<file path="config.mk">
export PLATFORM = sky130hd
export DESIGN_NAME = wb_interconnect_1n
export DESIGN_NICKNAME = d
export VERILOG_FILES = /design/src/rtl/wb_interconnect_1n.sv
export SDC_FILE = /design/constraint.sdc
export NUM_CORES = 1
export LEC_CHECK = 0
export BUFFER_PORTS_ARGS = -buffer_cell sky130_fd_sc_hd__clkbuf_2
export CAP_MARGIN = 20
export CORE_AREA = 4 4 121 123
export DETAILED_ROUTE_END_ITERATION = 10
export DIE_AREA = 0 0 125 127
export PLACE_DENSITY_LB_ADDON = 0.2
export SLEW_MARGIN = 10
export SYNTH_ARGS = -nofsm -noshare
export SYNTH_HDL_FRONTEND = slang
export SYNTH_SLANG_ARGS = --single-unit
</file>
<file path="constraint.sdc">
create_clock -name clk_i -period 1.7 [get_ports clk_i]
set_input_delay 0.085 -clock clk_i [delete_from_list [all_inputs] [get_ports clk_i]]
set_output_delay 0.085 -clock clk_i [all_outputs]
set_load 0.02 [all_outputs]
</file>
<file path="src/rtl/wb_interconnect_1n.sv">
// Wishbone single-master, N-slave interconnect: address decode, request fanout,
// response return, decode-error and stall-timeout terminations.
module wb_interconnect_1n #(
  parameter int ADDR_WIDTH = 32,
  parameter int DATA_WIDTH = 32,
  parameter int NUM_SLAVES = 2,
  parameter logic [NUM_SLAVES*ADDR_WIDTH-1:0] SLV_BASE = {32'h1000_0000, 32'h3000_0000},
  parameter logic [NUM_SLAVES*ADDR_WIDTH-1:0] SLV_MASK = {32'hFFFF_F000, 32'hF000_0000},
  parameter int TIMEOUT_CYCLES = 255
) (
  input  logic                                  clk_i,
  input  logic                                  rst_ni,
  input  logic [ADDR_WIDTH-1:0]                 M_ADR_O,
  input  logic [DATA_WIDTH-1:0]                 M_DAT_O,
  input  logic                                  M_WE_O,
  input  logic                                  M_STB_O,
  input  logic                                  M_CYC_O,
  input  logic [DATA_WIDTH/8-1:0]               M_SEL_O,
  output logic [DATA_WIDTH-1:0]                 M_DAT_I,
  output logic                                  M_ACK_I,
  output logic                                  M_ERR_I,
  output logic [NUM_SLAVES*ADDR_WIDTH-1:0]      S_ADR_I,
  output logic [NUM_SLAVES*DATA_WIDTH-1:0]      S_DAT_I,
  output logic [NUM_SLAVES*(DATA_WIDTH/8)-1:0]  S_SEL_I,
  output logic [NUM_SLAVES-1:0]                 S_WE_I,
  output logic [NUM_SLAVES-1:0]                 S_STB_I,
  output logic [NUM_SLAVES-1:0]                 S_CYC_I,
  input  logic [NUM_SLAVES*DATA_WIDTH-1:0]      S_DAT_O,
  input  logic [NUM_SLAVES-1:0]                 S_ACK_O,
  input  logic [NUM_SLAVES-1:0]                 S_ERR_O,
  output logic                                  busy_o,
  output logic                                  decode_err_o,
  output logic                                  timeout_o
);

  localparam int SEL_WIDTH = DATA_WIDTH / 8;
  localparam int IDX_WIDTH = (NUM_SLAVES > 1) ? $clog2(NUM_SLAVES) : 1;
  localparam int CNT_WIDTH = (TIMEOUT_CYCLES > 0) ? $clog2(TIMEOUT_CYCLES + 1) : 1;
  localparam logic [CNT_WIDTH-1:0] CNT_LIMIT =
    (TIMEOUT_CYCLES > 0) ? CNT_WIDTH'(TIMEOUT_CYCLES - 1) : '0;

  typedef enum logic [1:0] {IDLE, ACTIVE, DERR, TOUT} state_t;

  state_t                state;
  logic [IDX_WIDTH-1:0]  idx;
  logic [CNT_WIDTH-1:0]  cnt;

  logic                  hit;
  logic [IDX_WIDTH-1:0]  win;
  logic [DATA_WIDTH-1:0] sel_dat;
  logic                  sel_ack;
  logic                  sel_err;
  logic                  term;
  logic                  stall_limit;

  // Descending scan so the lowest matching index is the last one written.
  // NOTE: every always_comb output gets a default first, so no path can infer a latch.
  always_comb begin
    hit = 1'b0;
    win = '0;
    for (int i = NUM_SLAVES - 1; i >= 0; i--) begin
      if ((M_ADR_O & SLV_MASK[i*ADDR_WIDTH +: ADDR_WIDTH]) == SLV_BASE[i*ADDR_WIDTH +: ADDR_WIDTH]) begin
        hit = 1'b1;
        win = IDX_WIDTH'(i);
      end
    end
  end

  always_comb begin
    sel_dat = '0;
    sel_ack = 1'b0;
    sel_err = 1'b0;
    for (int i = 0; i < NUM_SLAVES; i++) begin
      if (idx == IDX_WIDTH'(i)) begin
        sel_dat = S_DAT_O[i*DATA_WIDTH +: DATA_WIDTH];
        sel_ack = S_ACK_O[i];
        sel_err = S_ERR_O[i];
      end
    end
  end

  assign term        = sel_ack | sel_err;
  assign stall_limit = (TIMEOUT_CYCLES > 0) && (cnt == CNT_LIMIT);

  // Only the granted slave sees the master; every other slave is held at zero.
  always_comb begin
    S_ADR_I = '0;
    S_DAT_I = '0;
    S_SEL_I = '0;
    S_WE_I  = '0;
    S_STB_I = '0;
    S_CYC_I = '0;
    if (state == ACTIVE) begin
      for (int i = 0; i < NUM_SLAVES; i++) begin
        if (idx == IDX_WIDTH'(i)) begin
          S_ADR_I[i*ADDR_WIDTH +: ADDR_WIDTH] = M_ADR_O;
          S_DAT_I[i*DATA_WIDTH +: DATA_WIDTH] = M_DAT_O;
          S_SEL_I[i*SEL_WIDTH +: SEL_WIDTH]   = M_SEL_O;
          S_WE_I[i]  = M_WE_O;
          S_STB_I[i] = M_STB_O;
          S_CYC_I[i] = M_CYC_O;
        end
      end
    end
  end

  // A dropped CYC abandons the cycle, so a late slave response is not forwarded.
  always_comb begin
    M_DAT_I = '0;
    M_ACK_I = 1'b0;
    M_ERR_I = 1'b0;
    case (state)
      ACTIVE: begin
        M_DAT_I = sel_dat;
        if (M_CYC_O) begin
          M_ERR_I = sel_err;
          M_ACK_I = sel_ack & ~sel_err;
        end
      end
      DERR, TOUT: M_ERR_I = 1'b1;
      default: ;
    endcase
  end

  assign busy_o       = (state != IDLE);
  assign decode_err_o = (state == DERR);
  assign timeout_o    = (state == TOUT);

  // NOTE: sequential state uses non-blocking assignments so all registers update together.
  always_ff @(posedge clk_i or negedge rst_ni) begin
    if (!rst_ni) begin
      state <= IDLE;
      idx   <= '0;
      cnt   <= '0;
    end else begin
      case (state)
        IDLE: begin
          if (M_STB_O && M_CYC_O) begin
            if (hit) begin
              idx   <= win;
              cnt   <= '0;
              state <= ACTIVE;
            end else begin
              state <= DERR;
            end
          end
        end
        ACTIVE: begin
          if (!term) cnt <= cnt + 1'b1;
          if (!M_CYC_O)         state <= IDLE;
          else if (term)        state <= IDLE;
          else if (stall_limit) state <= TOUT;
        end
        DERR:    state <= IDLE;
        TOUT:    state <= IDLE;
        default: state <= IDLE;
      endcase
    end
  end

endmodule
</file>
After elaboration in Yosys (flattened, before gate mapping)
Cells that the tools add are included.

Add/subtract/negate cells: 1. Equality and inequality tests: 10. Multiplexer cells: 39. Bitwise logic cells: 3. Reductions and logical operators: 8.

Operators with widths (count): two-way mux 32 bit (6); two-way mux 64 bit (2); two-way mux 8 bit (4); == test 20 x 17 -> 1 bit (second input constant) (1); two-way mux 2 bit (8); case mux 8 bit (2 select lines) (1); two-way mux 1 bit (14); adder 8 x 1 -> 8 bit (second input constant) (1); == test 8 bit (second input constant) (1); two-way mux 4 bit (2); != test 2 bit (second input constant) (3); case mux 2 bit (3 select lines) (1); == test 2 bit (second input constant) (2); == test 4 x 2 -> 1 bit (second input constant) (1); != test 4 bit (second input constant) (1); AND reduction 4 bit (1); nonzero test 2 bit (2); AND reduction 3 bit (1); == test 2 x 1 -> 1 bit (second input constant) (1); logical NOT 2 bit (1); case mux 1 bit (2 select lines) (1); AND reduction 2 bit (1); OR reduction 2 bit (1); bitwise AND 1 bit (1); other kinds (3) (3).

Register bits after elaboration: 11. Bits of input ports: 141. Output and inout bits: 179. Logic and storage cells: 64.

Logic depth before layout (Yosys ltp)
Word-level depth: 6. Mapped depth: 8. Gate-level depth less buffers: 6.

Worst setup path after synthesis
OpenSTA, ideal clock, no wires.

Path type: flip-flop to flip-flop. From: register idx. To: register cnt[2]. Setup time: 0.124 ns. Arrival time: 1.571 ns. Path slack: 0.005 ns. Cell stages (with the launch flop): 8. Clock period less this slack: 1.695 ns. Cells stage by stage: dfrtp_1 -> buf_6 -> nor3_1 -> a21oi_1 -> a211o_1 -> nand2b_1 -> clkbuf_1 -> a211o_1.

Longest elaborated chain between the ends: 4.

RTL lines: start, declared (RTL line 45) `logic [IDX_WIDTH-1:0] idx;`; start signal, assigned (RTL line 140) `idx <= win;`; two-way mux 1 bit (RTL line 74) `if (idx == IDX_WIDTH'(i)) begin`; OR 1 bit (*) (RTL line 82) `assign term = sel_ack | sel_err;`; != test 2 bit (no source line) (*); AND reduction 4 bit (no source line) (*); end signal, assigned (RTL line 149) `if (!term) cnt <= cnt + 1'b1;`; end, declared (RTL line 46) `logic [CNT_WIDTH-1:0] cnt;`.

Mark *: on every way between the ends. The rest lies on a longest branch, timed or not. A chain may end at the register's enable or synchronous reset.

Worst setup path in the final report
From: register state[1]. To: output port S_SEL_I[4].

Longest elaborated chain between the ends: 2.

RTL lines: start, declared (RTL line 44) `state_t state;`; start signal, assigned (RTL line 132) `state <= IDLE;`; start signal, assigned (RTL line 142) `state <= ACTIVE;`; start signal, assigned (RTL line 144) `state <= DERR;`; == test 2 x 1 -> 1 bit (RTL line 93) `if (state == ACTIVE) begin`; two-way mux 8 bit (RTL line 93); end, declared (RTL line 24) `output logic [NUM_SLAVES*(DATA_WIDTH/8)-1:0] S_SEL_I,`.

No other way between the ends.

==> flow_metrics.env <==
export IMPL_dieArea_um2=15900
export IMPL_rsz0062_at_grt="true"
export IMPL_clock_sinks=11
export IMPL_clkTransAtPathRegs_ns=0.04
export IMPL_routedWlPerCell_um=18.3
export IMPL_max_cap_violations=0
export IMPL_worst_slew_margin_rel_pct=76.9
export IMPL_syn_area_um2=2200
export IMPL_worstHoldPathCells=3
export IMPL_die_h_um=127
export IMPL_finClkSkew_ns=0.00181
export IMPL_seq_area_frac_synth_pct=12.5
export IMPL_cts_htree_levels=1
export IMPL_dp_cells=810
export IMPL_reg2reg_to="state[1]$_DFFE_PN0P_"
export IMPL_tightestPinTransition_ns=0.347
export IMPL_io_buffers=319
export IMPL_grt_max_degree=65
export IMPL_maxSlewViolCount=0
export IMPL_syn_num_nets=466
export IMPL_ctsRootBufferMaster="clkbuf_16"
export IMPL_cts_buffer_depth=2
export IMPL_tns_ns=-4.28
export IMPL_arrival_ns=1.69
export IMPL_rrSetupSlack_ns=-0.02
export IMPL_hp_class="in -> reg"
export IMPL_gp_congestion=0.908
export IMPL_most_common_layout_cells="209 x clkbuf_2, 71 x and2_4, 66 x and3_1"
export IMPL_grt_pass1_wl_mm=19.9
export IMPL_fin_cells=838
export IMPL_ys_warn_count=0
export IMPL_ir_drop_v=0.000200
export IMPL_period_needed_ns=1.78
export IMPL_status="finished, violations left"
export IMPL_worstSetupPathType="reg -> out"
export IMPL_end_kind="output pin"
export IMPL_avgSynthCellArea_um2=6.82
export IMPL_nets=802
export IMPL_die_w_um=125
export IMPL_ys_types=33
export IMPL_core_area_um2=13700
export IMPL_grt_pass1_vias=3748
export IMPL_cp_start_kind="flop"
export IMPL_drt_iter0_drc=166
export IMPL_hold_viol=0
export IMPL_max_freq_ghz=0.562
export IMPL_cp_required_ns=1.62
export IMPL_num_antenna_cells=0
export IMPL_area_delta_synth_final_pct=163
export IMPL_fin_crit_sh_pct=105
export IMPL_worst_r2r_cell_count=5
export IMPL_drt_pass1_iter_count=4
export IMPL_cts_buffers=3
export IMPL_r2r_start="idx$_DFFE_PN0P_"
export IMPL_synthCells=323
export IMPL_start_util_pct=16.1
export IMPL_nFillCells=1323
export IMPL_setup_viol=109
export IMPL_clk_latency_ns=0.24
export IMPL_ys_ff_latch=11
export IMPL_hold_start="M_STB_O"
export IMPL_vias=3796
export IMPL_antenna_found_initial=0
export IMPL_path_max_fanout=9
export IMPL_wirelength_mm=15.4
export IMPL_overflow=0
export IMPL_violations="setup timing"
export IMPL_power_leakage_nw=3.17
export IMPL_ant_nets=0
export IMPL_power_density_nw_per_um2=207
export IMPL_track_usage_pct=15.3
export IMPL_layout_commonest_cell="clkbuf_2"
export IMPL_io_pins=320
export IMPL_drc=0
export IMPL_dp_hpwl_mm=10.5
export IMPL_hold_path_endpoint="state[1]$_DFFE_PN0P_"
export IMPL_cts_tree="yes"
export IMPL_vias_per_cell=4.53
export IMPL_whs_ns=0.224
export IMPL_worst_slack_ns=-0.0793
export IMPL_drive_gt1_share_pct=70.4
export IMPL_rows=43
[layout make-up]
class	count	area, um2	area share (%)
inverters	2	7.51	0.129
flip-flops and latches	11	280	4.83
multi-input cells	275	2070	35.7
clock buffers	4	78.8	1.36
repair buffers	366	3140	54.1
well taps	180	225	3.88
[where the power goes]
group          internal (mW)  leakage, nW  switching [mW]  total, mW
clock                  0.316       0.0382           0.131      0.448
sequential             0.278        0.148          0.0210      0.299
combinational          0.249         2.98           0.203      0.452
[routing by layer]
metal  vias up  wire length (um)  GRT usage (%)
li1       1791                 -              -
met1      1737              5590           16.8
met2       240              8290           30.1
met3        28              1130           2.63
met4         0               365           4.34
met5         -                 0              0
[through the flow]
step           area (um2)  power (mW)  util, %  setup WS (ns)
6_report             5800        1.20     42.4        -0.0793
5_1_grt              5800        1.26     42.4         -0.140
4_1_cts              4890        1.14     35.8        -0.0989
3_5_place_dp         4110       0.668     30.0         -0.130
3_3_place_gp         4110       0.661     30.0         -0.110
2_1_floorplan        2200       0.407        -        0.00549
[worst max path at each step]
stage | startpoint | end | depth (start not counted)
6_report | state[1]$_DFFE_PN0P_ | S_SEL_I[4] | 7
5_1_grt | state[1]$_DFFE_PN0P_ | S_ADR_I[38] | 7
4_1_cts | state[1]$_DFFE_PN0P_ | S_ADR_I[8] | 7
3_5_place_dp | M_ADR_O[13] | cnt[3]$_DFFE_PN0P_ | 9
3_3_place_gp | M_ADR_O[14] | cnt[3]$_DFFE_PN0P_ | 9
2_1_floorplan | idx$_DFFE_PN0P_ | cnt[2]$_DFFE_PN0P_ | 7
[synth_stat cells]
library cell	count	area (um2)
nor3_1	4	20.0
o31ai_1	2	15.0
mux2_4	1	15.0
buf_2	1	5.00
nand2b_1	2	12.5
ha_1	2	25.0
a32o_1	1	10.0
a31o_2	1	8.76
a21o_1	4	30.0
nand3_1	5	25.0
o2bb2ai_1	1	8.76
nor2b_1	3	18.8
a211o_1	2	17.5
o22a_1	1	8.76
mux2i_1	33	330
inv_1	2	7.51
dfrtp_1	11	275
nand2_1	3	11.3
and2_1	73	457
nor2_1	39	146
a21oi_1	4	20.0
or3b_1	1	8.76
buf_6	2	22.5
nor3b_1	3	22.5
o21ai_0	7	35.0
nand4_1	3	18.8
and3_1	72	450
nor4bb_1	1	10.0
a22o_1	1	8.76
or3_1	2	12.5
nor4_1	3	18.8
a21boi_0	1	7.51
clkbuf_1	32	120
[cells by family (layout without fill, tap and decap cells)]
kind of cell,Yosys count,count (layout),synth area share [%]
AO/OA/AOI/OAI,25,25,7.72
flip-flops,11,11,12.5
adder cells (fa/ha/maj),2,2,1.14
AND/OR/NAND/NOR,214,214,55.9
buffers and inverters,37,372,7.04
multiplexers,34,34,15.7
[flip-flops by register name, indices dropped and copies added (netlist names)]
name,count
cnt,8
idx,1
state,2
[critical path, stage by stage (launching register included)]
cell	delay [ns]
dfrtp_1	0.40
buf_6	0.13
buf_6	0.12
nor2b_4	0.16
buf_12	0.16
clkbuf_16	0.15
and3_1	0.18
clkbuf_8	0.15
[repair_timing]
action / in CTS / in global routing
hold endpoints to repair: 11 / 0
buffers inserted: 5 / 5
hold buffers: 1 / 0
cloned: 2 / 11
resized for setup: 150 / 269
pin swaps: 3 / 76
endpoints found under the setup margin: 143 / 181
(Power assumes the default switching activity.)
